==> src/rtl/pmem_arbiter.sv <==
// Shares the physical-memory (cacheline adaptor) port between the I-cache and D-cache.
// Ports: clk, rst (async active-low); i_* and d_* cache-side requests and responses;
//        pmem_* adaptor side; grant = current owner (00 none, 01 I, 10 D).
module pmem_arbiter #(
  parameter int s_line = 256,
  parameter int s_addr = 32
) (
  input  logic              clk,
  input  logic              rst,
  input  logic              i_pmem_read,
  input  logic [s_addr-1:0] i_pmem_address,
  output logic [s_line-1:0] i_pmem_rdata,
  output logic              i_pmem_resp,
  input  logic              d_pmem_read,
  input  logic              d_pmem_write,
  input  logic [s_addr-1:0] d_pmem_address,
  input  logic [s_line-1:0] d_pmem_wdata,
  output logic [s_line-1:0] d_pmem_rdata,
  output logic              d_pmem_resp,
  output logic              pmem_read,
  output logic              pmem_write,
  output logic [s_addr-1:0] pmem_address,
  output logic [s_line-1:0] pmem_wdata,
  input  logic [s_line-1:0] pmem_rdata,
  input  logic              pmem_resp,
  output logic [1:0]        grant
);

  typedef enum logic [1:0] {
    IDLE,
    SERVE_I,
    SERVE_D,
    RELEASE
  } state_t;

  state_t state;
  logic   last_d;
  logic   i_req;
  logic   d_req;
  logic   pick_d;

  assign i_req  = i_pmem_read;
  assign d_req  = d_pmem_read | d_pmem_write;
  // D wins when alone, or on a tie when I was served last.
  assign pick_d = d_req & (~i_req | ~last_d);

  assign i_pmem_rdata = pmem_rdata;
  assign d_pmem_rdata = pmem_rdata;
  assign i_pmem_resp  = (state == SERVE_I) & pmem_resp;
  assign d_pmem_resp  = (state == SERVE_D) & pmem_resp;

  always_ff @(posedge clk or negedge rst) begin
    if (!rst) begin
      state        <= IDLE;
      last_d       <= 1'b0;
      pmem_read    <= 1'b0;
      pmem_write   <= 1'b0;
      pmem_address <= '0;
      pmem_wdata   <= '0;
      grant        <= 2'b00;
    end else begin
      case (state)
        IDLE: begin
          if (pick_d) begin
            state        <= SERVE_D;
            grant        <= 2'b10;
            // read+write together is a writeback
            pmem_write   <= d_pmem_write;
            pmem_read    <= ~d_pmem_write;
            pmem_address <= d_pmem_address;
            pmem_wdata   <= d_pmem_wdata;
          end else if (i_req) begin
            state        <= SERVE_I;
            grant        <= 2'b01;
            pmem_write   <= 1'b0;
            pmem_read    <= 1'b1;
            pmem_address <= i_pmem_address;
          end
        end
        SERVE_I, SERVE_D: begin
          if (pmem_resp) begin
            state      <= RELEASE;
            grant      <= 2'b00;
            pmem_read  <= 1'b0;
            pmem_write <= 1'b0;
            last_d     <= (state == SERVE_D);
          end
        end
        RELEASE: begin
          // Stale strobes from the just-served cache are ignored here.
          state <= IDLE;
        end
        default: begin
          state <= IDLE;
        end
      endcase
    end
  end

endmodule

==> config.mk <==
export PLATFORM = sky130hd
export DESIGN_NAME = pmem_arbiter
export DESIGN_NICKNAME = d
export VERILOG_FILES = /design/src/rtl/pmem_arbiter.sv
export SDC_FILE = /design/constraint.sdc
export NUM_CORES = 1
export LEC_CHECK = 0
export ABC_AREA = 1
export CAP_MARGIN = 40
export CORE_AREA = 4 4 537 539
export DETAILED_ROUTE_END_ITERATION = 10
export DIE_AREA = 0 0 541 543
export PLACE_DENSITY = 0.3
export SETUP_SLACK_MARGIN = 0.02
export SLEW_MARGIN = 20
export SYNTH_ARGS = -nofsm -noshare
export SYNTH_HDL_FRONTEND = slang
export SYNTH_SLANG_ARGS = --single-unit
==> constraint.sdc <==
create_clock -name clk -period 1.5 [get_ports clk]
set_input_delay 0.225 -clock clk [delete_from_list [all_inputs] [get_ports clk]]
set_output_delay 0.225 -clock clk [all_outputs]
set_load 0.02 [all_outputs]
* Word-level counts from Yosys, hierarchy flattened
Cells that the tools add are included.
Cells by class: equality and inequality tests 5, mux-type cells 15, bitwise operators 8, reductions and logical operators 9
Operators by type and width (count):
- 32-bit two-way mux | 2
- 2-bit two-way mux | 4
- 2-bit AND reduction | 4
- 2-bit case mux with 3 select lines | 1
- 1-bit two-way mux | 5
- 2-bit == test (second input constant) | 2
- 1-bit case mux with 2 select lines | 2
- 2-bit case mux with 2 select lines | 1
- 2-bit nonzero test | 2
- 1-bit bitwise AND | 3
- 3-bit inequality test (second input constant) | 1
- 1-bit NOT | 3
- 3-bit AND reduction | 1
- 2-bit by 1-bit == test with 1-bit output (second input constant) | 1
- 2-bit logical NOT | 1
- 2-bit inequality test (second input constant) | 1
- 1-bit OR | 2
- 2-bit OR reduction | 1
Storage, ports and cells: register bits 295, input port bits 582, output and inout bits 806, word-level logic and storage cells 44

* Longest topological paths before layout
Gate-level depths: netlist of run 1.
depth after elaboration 5, gate-level depth with buffers 8, mapped depth without buffers 8

* Least setup slack after synthesis of run 1
Ideal clock, no wire load.
path kind register to register, start point register state[0], end point register pmem_address[10], setup time 0.118 ns, arrival time 1.332 ns, data required time 1.382 ns, setup slack 0.050 ns, stages on the path, launching flop included 9, path buffers 1, clock period less this slack 1.450 ns, cells stage by stage dfrtp_1 > inv_1 > ha_1 > inv_1 > a21oi_2 > inv_1 > clkbuf_1 > nand2_1 > nand2_1
On the way: word-level cells in the longest chain between the ends 2
RTL lines:
- start, declared | line 36 | state_t state;
- start signal, assigned | line 54 | state <= IDLE;
- start signal, assigned | line 65 | state <= SERVE_D;
- start signal, assigned | line 73 | state <= SERVE_I;
- 2-bit logical NOT | line 62 | case (state)
- 2-bit AND reduction (no line)
- end signal, assigned | line 70 | pmem_address <= d_pmem_address;
- end signal, assigned | line 77 | pmem_address <= i_pmem_address;
- end, declared | line 22 | output logic [s_addr-1:0] pmem_address,
No other way between the ends. A chain may end at the register's enable or synchronous reset.

* Worst setup path in the final report of run 1
start point register state[1], end point register pmem_wdata[61]
On the way: word-level cells in the longest chain between the ends 2
RTL lines:
- 2-bit logical NOT | line 62
- 2-bit AND reduction (no line)
- end signal, assigned | line 71 | pmem_wdata <= d_pmem_wdata;
- end, declared | line 23 | output logic [s_line-1:0] pmem_wdata,
No other way between the ends.

==> flow_summary.json, run 1 <==
{
  "wl_met1_um": 45700,
  "cts.sinks": 295,
  "cts_root_buf": "clkbuf_16",
  "min-delay-path-class": "in -> reg",
  "globalplace.congestion": 0.842,
  "met2_length_um": 70600,
  "async_reset_ff_share_pct": 100,
  "r2r_start": "state[1]",
  "ys.flop_type": "dfrtp_1",
  "p_leak_nw": 11.8,
  "drt-vias-per-instance": 2.25,
  "maxCapViolCount": 0,
  "track_usage_pct": 10.0,
  "pre_cts_ws_ns": -0.594,
  "clk_path_buf_depth": 3,
  "design_area_mm2": 0.0272,
  "synth_nets": 2475,
  "fmax_mhz": 536,
  "grt_pass1_vias": 14200,
  "post-route-util_pct": 9.59,
  "numCtsBuffers": 46,
  "dieWidth_um": 541,
  "failed_checks": "setup timing",
  "start_util_pct": 5.51,
  "path_max_fanout": 38,
  "grt_pass1_wl_um": 186000,
  "crit_arrival_ns": 2.39,
  "yosysSeqAreaShare_pct": 47.2,
  "synthCells": 1889,
  "drtAntennaViolNets": 0,
  "finalHoldViolCount": 0,
  "endpoint_kind": "register",
  "hold_end": "pmem_wdata[178]",
  "drc": 0,
  "synth_cell_types": 18,
  "cp-start-kind": "register",
  "syn_to_final_growth_pct": 74.0,
  "tns_ns": -51.96,
  "synth-edff-count": 0,
  "grt.overflow.total": 0,
  "whs_ns": 0.120,
  "antenna_found_initial": 52,
  "critPathKind": "reg -> reg",
  "cp_cell_sequence": "inv_2, ha_2, nand3_4, buf_12, buf_16, clkbuf_16, nand2_1, nand2_1",
  "via_count": 13300,
  "relSlewSlack_pct": 66.0,
  "grt_setup_unrepaired": "true",
  "drtIter0Drc": 769,
  "powerDensity_mw_per_mm2": 2240,
  "tightest_slew_ns": 0.510,
  "highest_layer": "met5",
  "avgSynthCellArea_um2": 8.29,
  "drive_above_1_share_pct": 25.6,
  "first_pass_iters": 5,
  "core_area_mm2": 0.284,
  "cpMostUsedCell": "nand2_1",
  "htreeDepth": 2,
  "num-fill-cells": 32900,
  "cpMaxStageDelayCell": "dfrtp_1",
  "hp-start": "d_pmem_wdata[178]",
  "post_dp_cell_area_mm2": 0.0245,
  "grt_max_degree": 60,
  "r2r_cells": 8,
  "wl_um": 157000,
  "die_y_um": 543,
  "drv_slew": 0,
  "nNetsFinal": 2705,
  "status": "finished with violations",
  "syn_area_mm2": 0.0157,
  "crit_family": "buffers and inverters",
  "fin_cells": 5917,
  "ir_drop_v": 0.000866,
  "ys_ff_latch": 295,
  "fin_skew_ns": 0.0268,
  "met3WireLength_um": 34200,
  "worstHoldPathCells": 3,
  "cpPeakStageDelay_ns": 0.40,
  "dieArea_mm2": 0.294,
  "fin_crit_ns": 1.86,
  "placementRows": 196,
  "finalSetupViolations": 311,
  "ios": 1388,
  "place_inst": 5781,
  "port_buffers": 619,
  "r2r-end": "pmem_wdata[61]",
  "p_total_mw": 61.1,
  "yosysWarnings": 0,
  "clk_latency_ns": 0.65,
  "r2r_slack_ns": -0.36,
  "setup_ws_ns": -0.364,
  "clkSlewWorstSetupHoldPaths_ns": 0.06,
  "path_buf_inv": 4,
  "fin_crit_sh_pct": 124,
  "required_ns": 2.03,
  "cts_tree": "done",
  "post-dp-hpwl_um": 134000,
  "routedWlPerCell_um": 26.6
}
## state kept, by name, summed over array words and instances (netlist names)
signal	flops
last_d	1
pmem_wdata	256
pmem_read	1
pmem_write	1
state	2
pmem_address	32
grant	2
## synthesized netlist by cell type (2+ instances only)
library cell	number	share of area (%)
nand3b_1	32	1.5
inv_1	42	1.0
ha_1	4	0.32
nand2_1	882	21
inv_2	2	0.048
buf_2	28	0.90
nand3_1	36	1.2
dfrtp_1	295	47
nand2_2	2	0.080
o21ai_0	5	0.16
buf_4	538	26
clkbuf_1	17	0.41
## per-layer routing
metal,vias to the layer above,global-route usage (%)
li1,5670,-
met2,1218,15.8
met5,-,0.362
met1,6089,8.46
met3,343,10.3
met4,6,3.65
## power breakdown
group,switching (mW),internal (mW)
sequential,4.31,11.9
combinational,17.6,15.7
clock,4.64,6.92
## cell usage in the layout (no fill, tap or decap), types with 2 or more instances in the layout
| master | n |
|---|---|
| clkinv_2 | 6 |
| nand2_1 | 864 |
| bufinv_16 | 5 |
| clkbuf_8 | 6 |
| buf_16 | 9 |
| o21ai_0 | 4 |
| inv_12 | 2 |
| nand2_2 | 18 |
| clkbuf_1 | 11 |
| clkinv_8 | 2 |
| nand3_2 | 2 |
| nand2_4 | 2 |
| dlygate4sd3_1 | 3 |
| dfrtp_1 | 290 |
| inv_2 | 5 |
| clkinvlp_4 | 3 |
| buf_4 | 103 |
| nand3b_1 | 32 |
| nand3_1 | 34 |
| buf_12 | 141 |
| clkbuf_16 | 61 |
| buf_6 | 163 |
| dfrtp_2 | 5 |
| ha_4 | 2 |
| buf_8 | 5 |
| inv_1 | 38 |
| clkinv_4 | 3 |
| clkdlybuf4s50_1 | 324 |
## kinds of logic after synthesis
kind of cell / Yosys count / synth area share [%]
compound gates: 7 / 0.248
fa+ha+maj: 4 / 0.320
buf+inv: 627 / 28.2
flops: 295 / 47.2
mux: 1 / 0.0719
simple gates: 955 / 24.0
## worst register-to-register path: stages, from the launching register on
cell and delay (ns):
dfrtp_1 0.40, inv_2 0.08, ha_2 0.22, nand3_4 0.10, buf_12 0.16, buf_16 0.18
clkbuf_16 0.50, nand2_1 0.07, nand2_1 0.06
## worst max path at each step
stage                  from               end  cells past startpoint
2_1_floorplan      state[0]  pmem_address[10]                      8
3_3_place_gp    d_pmem_read   pmem_wdata[180]                      9
3_5_place_dp   d_pmem_write   pmem_address[9]                      9
4_1_cts            state[1]       i_pmem_resp                      6
5_1_grt            state[0]   pmem_wdata[116]                      8
6_report           state[1]    pmem_wdata[61]                      8
## cell type report
cell class / instances / area, um^2 / share of cell area, %
diodes: 1 / 2.50 / 0.00919
clock buffers: 64 / 1300 / 4.77
clock inverters: 19 / 262 / 0.960
inverters: 44 / 191 / 0.703
multi-input cells: 967 / 3980 / 14.6
flip-flops and latches: 295 / 7390 / 27.1
well taps: 3762 / 4710 / 17.3
repair buffers: 763 / 9380 / 34.4
repair inverters: 2 / 32.5 / 0.119
## repair_timing
action | CTS | global route
hold endpoints to repair | 294 | 0
resized for setup | 983 | 42
pin swaps | 2 | 1
buffers inserted | 18 | 11
endpoints found under the setup margin | 588 | 482
cloned | 1 | 18
hold buffers | 3 | 0
No activity file was read; power rests on OpenSTA's default activity.
==> run 2, diff against run 1 <==
CTS_CLUSTER_SIZE = 14   (was default)
==> flow_summary.json, run 2 (synthesized netlist as in run 1, its figures left out) <==
{
  "status": "finished with violations",
  "failed_checks": "setup timing",
  "track_usage_pct": 10.0,
  "globalplace.congestion": 0.842,
  "layout_commonest_cell": "nand2_1",
  "via_count": 13500,
  "p_int_mw": 34.8,
  "clk_latency_ns": 0.65,
  "pre_cts_ws_ns": -0.594,
  "p_leak_nw": 11.8,
  "placementRows": 196,
  "num-fill-cells": 32900,
  "first_pass_iters": 5,
  "path_max_fanout": 2,
  "start_util_pct": 5.51,
  "clk_path_buf_depth": 3,
  "drtAntennaViolNets": 0,
  "post-dp-hpwl_um": 134000,
  "htreeDepth": 2,
  "relSlewSlack_pct": 70.5,
  "cts_root_buf": "clkbuf_16",
  "powerDensity_mw_per_mm2": 2250,
  "nNetsFinal": 2706,
  "switching_power_mw": 26.7,
  "cp-start-kind": "register",
  "tightest_slew_ns": 0.442,
  "pwr-share-clk_pct": 19.2,
  "r2r_slack_ns": -0.25,
  "numCtsBuffers": 47,
  "drt-vias-per-instance": 2.27,
  "cts_tree": "done",
  "grt_setup_unrepaired": "true",
  "fin_crit_ns": 1.76,
  "dieWidth_um": 541,
  "drive_above_1_share_pct": 26.2,
  "dieArea_mm2": 0.294,
  "layout_common_cells": "nand2_1, clkdlybuf4s50_1, dfrtp_1, buf_6, buf_12",
  "critPathKind": "reg -> out",
  "cts.sinks": 295,
  "reg_top3": "pmem_wdata x256, pmem_address x32",
  "p_seq_share_pct": 26.4,
  "fin_skew_ns": 0.0310,
  "power_frac_comb_pct": 54.5,
  "port_buffers": 619,
  "top_register": "pmem_wdata",
  "grt_max_degree": 60,
  "drv_slew": 0,
  "finalHoldViolCount": 0,
  "largest_register_ffs": 256,
  "required_ns": 1.27,
  "tns_ns": -46.87,
  "fmax_mhz": 568,
  "maxCapViolCount": 0,
  "clkSlewWorstSetupHoldPaths_ns": 0.06,
  "grt.overflow.total": 0,
  "grt_pass1_wl_um": 187000,
  "fin_crit_sh_pct": 117,
  "setup_ws_ns": -0.260,
  "grt_pass1_vias": 14200,
  "antenna_found_initial": 54,
  "syn_to_final_growth_pct": 74.4,
  "min-delay-path-class": "in -> reg",
  "wl_um": 158000,
  "endpoint_kind": "output pin",
  "p_sw_share_pct": 43.5,
  "ios": 1388,
  "core_area_mm2": 0.284,
  "crit_arrival_ns": 1.53,
  "routedWlPerCell_um": 26.7,
  "drtIter0Drc": 749,
  "ir_drop_v": 0.000867,
  "finalSetupViolations": 312,
  "die_y_um": 543,
  "drc": 0
}
run 2: worst max-delay path, cell delays in order (launching register included):
cell and delay, ns:
dfrtp_1 0.38, inv_2 0.06, buf_6 0.11, ha_4 0.14, nand2_1 0.05, inv_1 0.05
buf_6 0.13
run 2: routing by layer:
metal | vias up | routed length, um | track usage [%]
met5 | - | 164 | 0.362
met4 | 6 | 6670 | 3.64
met3 | 360 | 34300 | 10.4
met2 | 1236 | 70800 | 15.8
met1 | 6186 | 46000 | 8.46
li1 | 5679 | - | -
run 2: path summary, 6_finish.rpt:
check	depth (start not counted)	endpoint	start
worst max-delay path	6	i_pmem_resp	state[1]
worst min-delay path	3	pmem_wdata[178]	d_pmem_wdata[178]
worst max register to register	8	pmem_wdata[61]	state[1]
worst min register to register	2	pmem_address[31]	pmem_address[31]
max in group asynchronous	4	pmem_wdata[223]	rst
min in group asynchronous	3	pmem_wdata[20]	rst
run 2: power by group through the flow:
| stage | logic [mW] | clock network, mW | registers [mW] |
|---|---|---|---|
| after floorplan | 8.93 | 0 | 18.6 |
| after global placement | 31.2 | 0 | 15.9 |
| after detailed placement | 31.0 | 0 | 15.8 |
| after CTS | 32.1 | 12.5 | 16.3 |
| after global routing | 36.4 | 12.6 | 16.7 |
| final | 33.5 | 11.8 | 16.2 |
run 2: stage by stage:
step / hold WS [ns] / std cells / power [mW] / utilization, % / cell area [um^2]
final: 0.117 / 5921 / 61.5 / 9.61 / 27300
after global routing: 0.0604 / 5920 / 65.8 / 9.61 / 27300
after CTS: 0.00825 / 5887 / 60.8 / 9.34 / 26500
after detailed placement: 0.140 / 5781 / 46.8 / 8.62 / 24500
after global placement: 0.139 / 5781 / 47.1 / 8.62 / 24500
after floorplan: -0.0706 / 1889 / 27.5 / - / 15700
run 2: repair_timing:
action | CTS | global route
setup endpoints to repair | 588 | 495
hold buffers | 3 | 0
pin swaps | 2 | 1
cloned | 1 | 19
resized for setup | 975 | 64
buffers inserted | 17 | 11
endpoints found under the hold margin | 293 | 0
run 2: area by class of cell:
type / count / area, um^2 / area share, %
Tap cell: 3762 / 4710 / 17.2
Clock buffer: 64 / 1300 / 4.76
Sequential cell: 295 / 7390 / 27.1
Multi-Input combinational cell: 967 / 4010 / 14.7
Timing Repair Buffer: 763 / 9360 / 34.3
Antenna cell: 3 / 7.51 / 0.0275
Timing Repair inverter: 2 / 32.5 / 0.119
Inverter: 44 / 191 / 0.701
Clock inverter: 21 / 300 / 1.10
==> run 3, diff against run 2 <==
CORE_AREA = 4 4 541 543   (was 4 4 537 539)
DIE_AREA = 0 0 545 547   (was 0 0 541 543)
DONT_BUFFER_PORTS = 1   (was default)
==> flow_summary.json, run 3 (synthesized netlist as in run 1, its figures left out) <==
{
  "whs_ns": -0.739,
  "cts_hold_buf": 323,
  "via_count": 12800,
  "globalplace.congestion": 0.809,
  "failed_checks": "hold timing, setup timing",
  "wl_um": 159000,
  "cts_root_buf": "clkbuf_16",
  "setup_ws_ns": -0.271,
  "grt_pass1_vias": 13000,
  "ir_drop_v": 0.00121,
  "die_y_um": 547,
  "clk_path_buf_depth": 3,
  "area.sequential_mm2": 0.00760,
  "finalSetupViolations": 293,
  "cpMaxStageDelayCell": "dfrtp_1",
  "clk_latency_ns": 0.67,
  "routedWlPerCell_um": 28.2,
  "r2r_start": "state[0]",
  "antenna_found_initial": 81,
  "cp_cell_sequence": "inv_2, buf_6, ha_4, nand3_4, buf_12, buf_16, clkbuf_16, nand2_4, nand2_1",
  "critPathLaunch": "state[0]",
  "fmax_mhz": 565,
  "min-delay-path-class": "in -> async",
  "fin_crit_ns": 1.77,
  "status": "finished with violations",
  "track_usage_pct": 9.97,
  "powerDensity_mw_per_mm2": 2280,
  "core_area_mm2": 0.288,
  "htreeDepth": 2,
  "layout_common_cells": "nand2_1, dlygate4sd3_1, nand2_2, dfrtp_1, dfrtp_2",
  "top_register": "pmem_wdata",
  "finalHoldViolCount": 295,
  "grt.overflow.total": 0,
  "drtIter0Drc": 997,
  "dieArea_mm2": 0.298,
  "first_pass_iters": 5,
  "cp-start-kind": "register",
  "fin_skew_ns": 0.0551,
  "path_max_fanout": 8,
  "drtAntennaViolNets": 0,
  "multi_input_area_mm2": 0.00526,
  "path_depth": 9,
  "design_area_mm2": 0.0250,
  "post-dp-hpwl_um": 131000,
  "post_dp_cell_area_mm2": 0.0168,
  "p_leak_nw": 10.3,
  "cpPeakStageDelay_ns": 0.40,
  "start_util_pct": 5.44,
  "cts_tree": "done",
  "layout_commonest_cell": "nand2_1",
  "drt-vias-per-instance": 2.26,
  "nNetsFinal": 2404,
  "grt_setup_unrepaired": "true",
  "clkSlewWorstSetupHoldPaths_ns": 0.06,
  "placementRows": 197,
  "grt_max_degree": 296,
  "drc": 0,
  "drv_slew": 0,
  "crit_arrival_ns": 2.30,
  "tightest_slew_ns": 1.33,
  "fin_crit_sh_pct": 118,
  "syn_to_final_growth_pct": 59.7,
  "required_ns": 2.03,
  "grt_pass1_wl_um": 185000,
  "crit_family": "buffers and inverters",
  "largest_register_ffs": 256,
  "relSlewSlack_pct": 11.4,
  "ios": 1388,
  "num-fill-cells": 33200,
  "post-route-util_pct": 8.69,
  "dieWidth_um": 545,
  "maxCapViolCount": 0,
  "r2r_cells": 9,
  "numCtsBuffers": 43,
  "port_buffers": 0,
  "critPathKind": "reg -> reg",
  "reg_top3": "pmem_wdata x256, pmem_address x32",
  "cts.sinks": 295,
  "endpoint_kind": "register",
  "drive_above_1_share_pct": 36.3,
  "path_buf_inv": 5,
  "p_total_mw": 56.9
}
run 3: cell count changes in the layout (fill, tap and decap cells not counted), sizes merged, moves of 6 or more:
| cell | delta |
|---|---|
| clkdlybuf4s50 | -324 |
| dlygate4sd3 | +320 |
| buf | -295 |
| diode | +11 |
| clkinv | -9 |
| inv | +6 |
run 3: path summary, 6_finish.rpt:
check	to	slack (ns)
hold / removal	pmem_wdata[241]	-0.74
setup / recovery	pmem_wdata[57]	-0.27
max in group asynchronous	pmem_wdata[106]	1.06
min in group clk	state[0]	0.12
hold reg to reg	last_d	0.54
setup reg to reg	pmem_wdata[57]	-0.27
run 3: metal layers:
metal  vias to the layer above  track usage [%]  wire, um
met5                         -                0        27
met4                         4             4.08      8070
met3                       411             12.6     45600
met2                      1414             15.2     68600
met1                      5846             7.15     37000
li1                       5084                -         -
run 3: area by class of cell:
cell class | count | share of cell area [%]
inverter | 44 | 0.781
sequential | 295 | 30.4
tap | 3781 | 18.9
timing repair buffer | 467 | 23.3
clock inverter | 14 | 0.611
clock buffer | 65 | 4.84
antenna | 14 | 0.140
multi-input combinational | 967 | 21.0
run 3: report_power, final:
part	total, mW	internal [mW]	switching (mW)
Combinational	21.5	10.1	11.4
Sequential	24.9	12.3	12.7
Clock	10.4	5.94	4.51
run 3: stage by stage:
step,instances,worst slack (ns),TNS [ns]
global route,5639,-0.306,-66.36
global placement,5149,-0.189,-30.35
finish,5647,-0.271,-50.11
detailed placement,5149,-0.186,-27.98
CTS,5613,-0.266,-50.96
floorplan,1889,0.0503,0
run 3: repair_timing:
| action | CTS | global route |
|---|---|---|
| endpoints found under the setup margin | 438 | 394 |
| gates resized for setup | 333 | 380 |
| setup buffers | 31 | 6 |
| pin swaps | 10 | 119 |
| endpoints found under the hold margin | 590 | 295 |
| gates cloned | 31 | 21 |
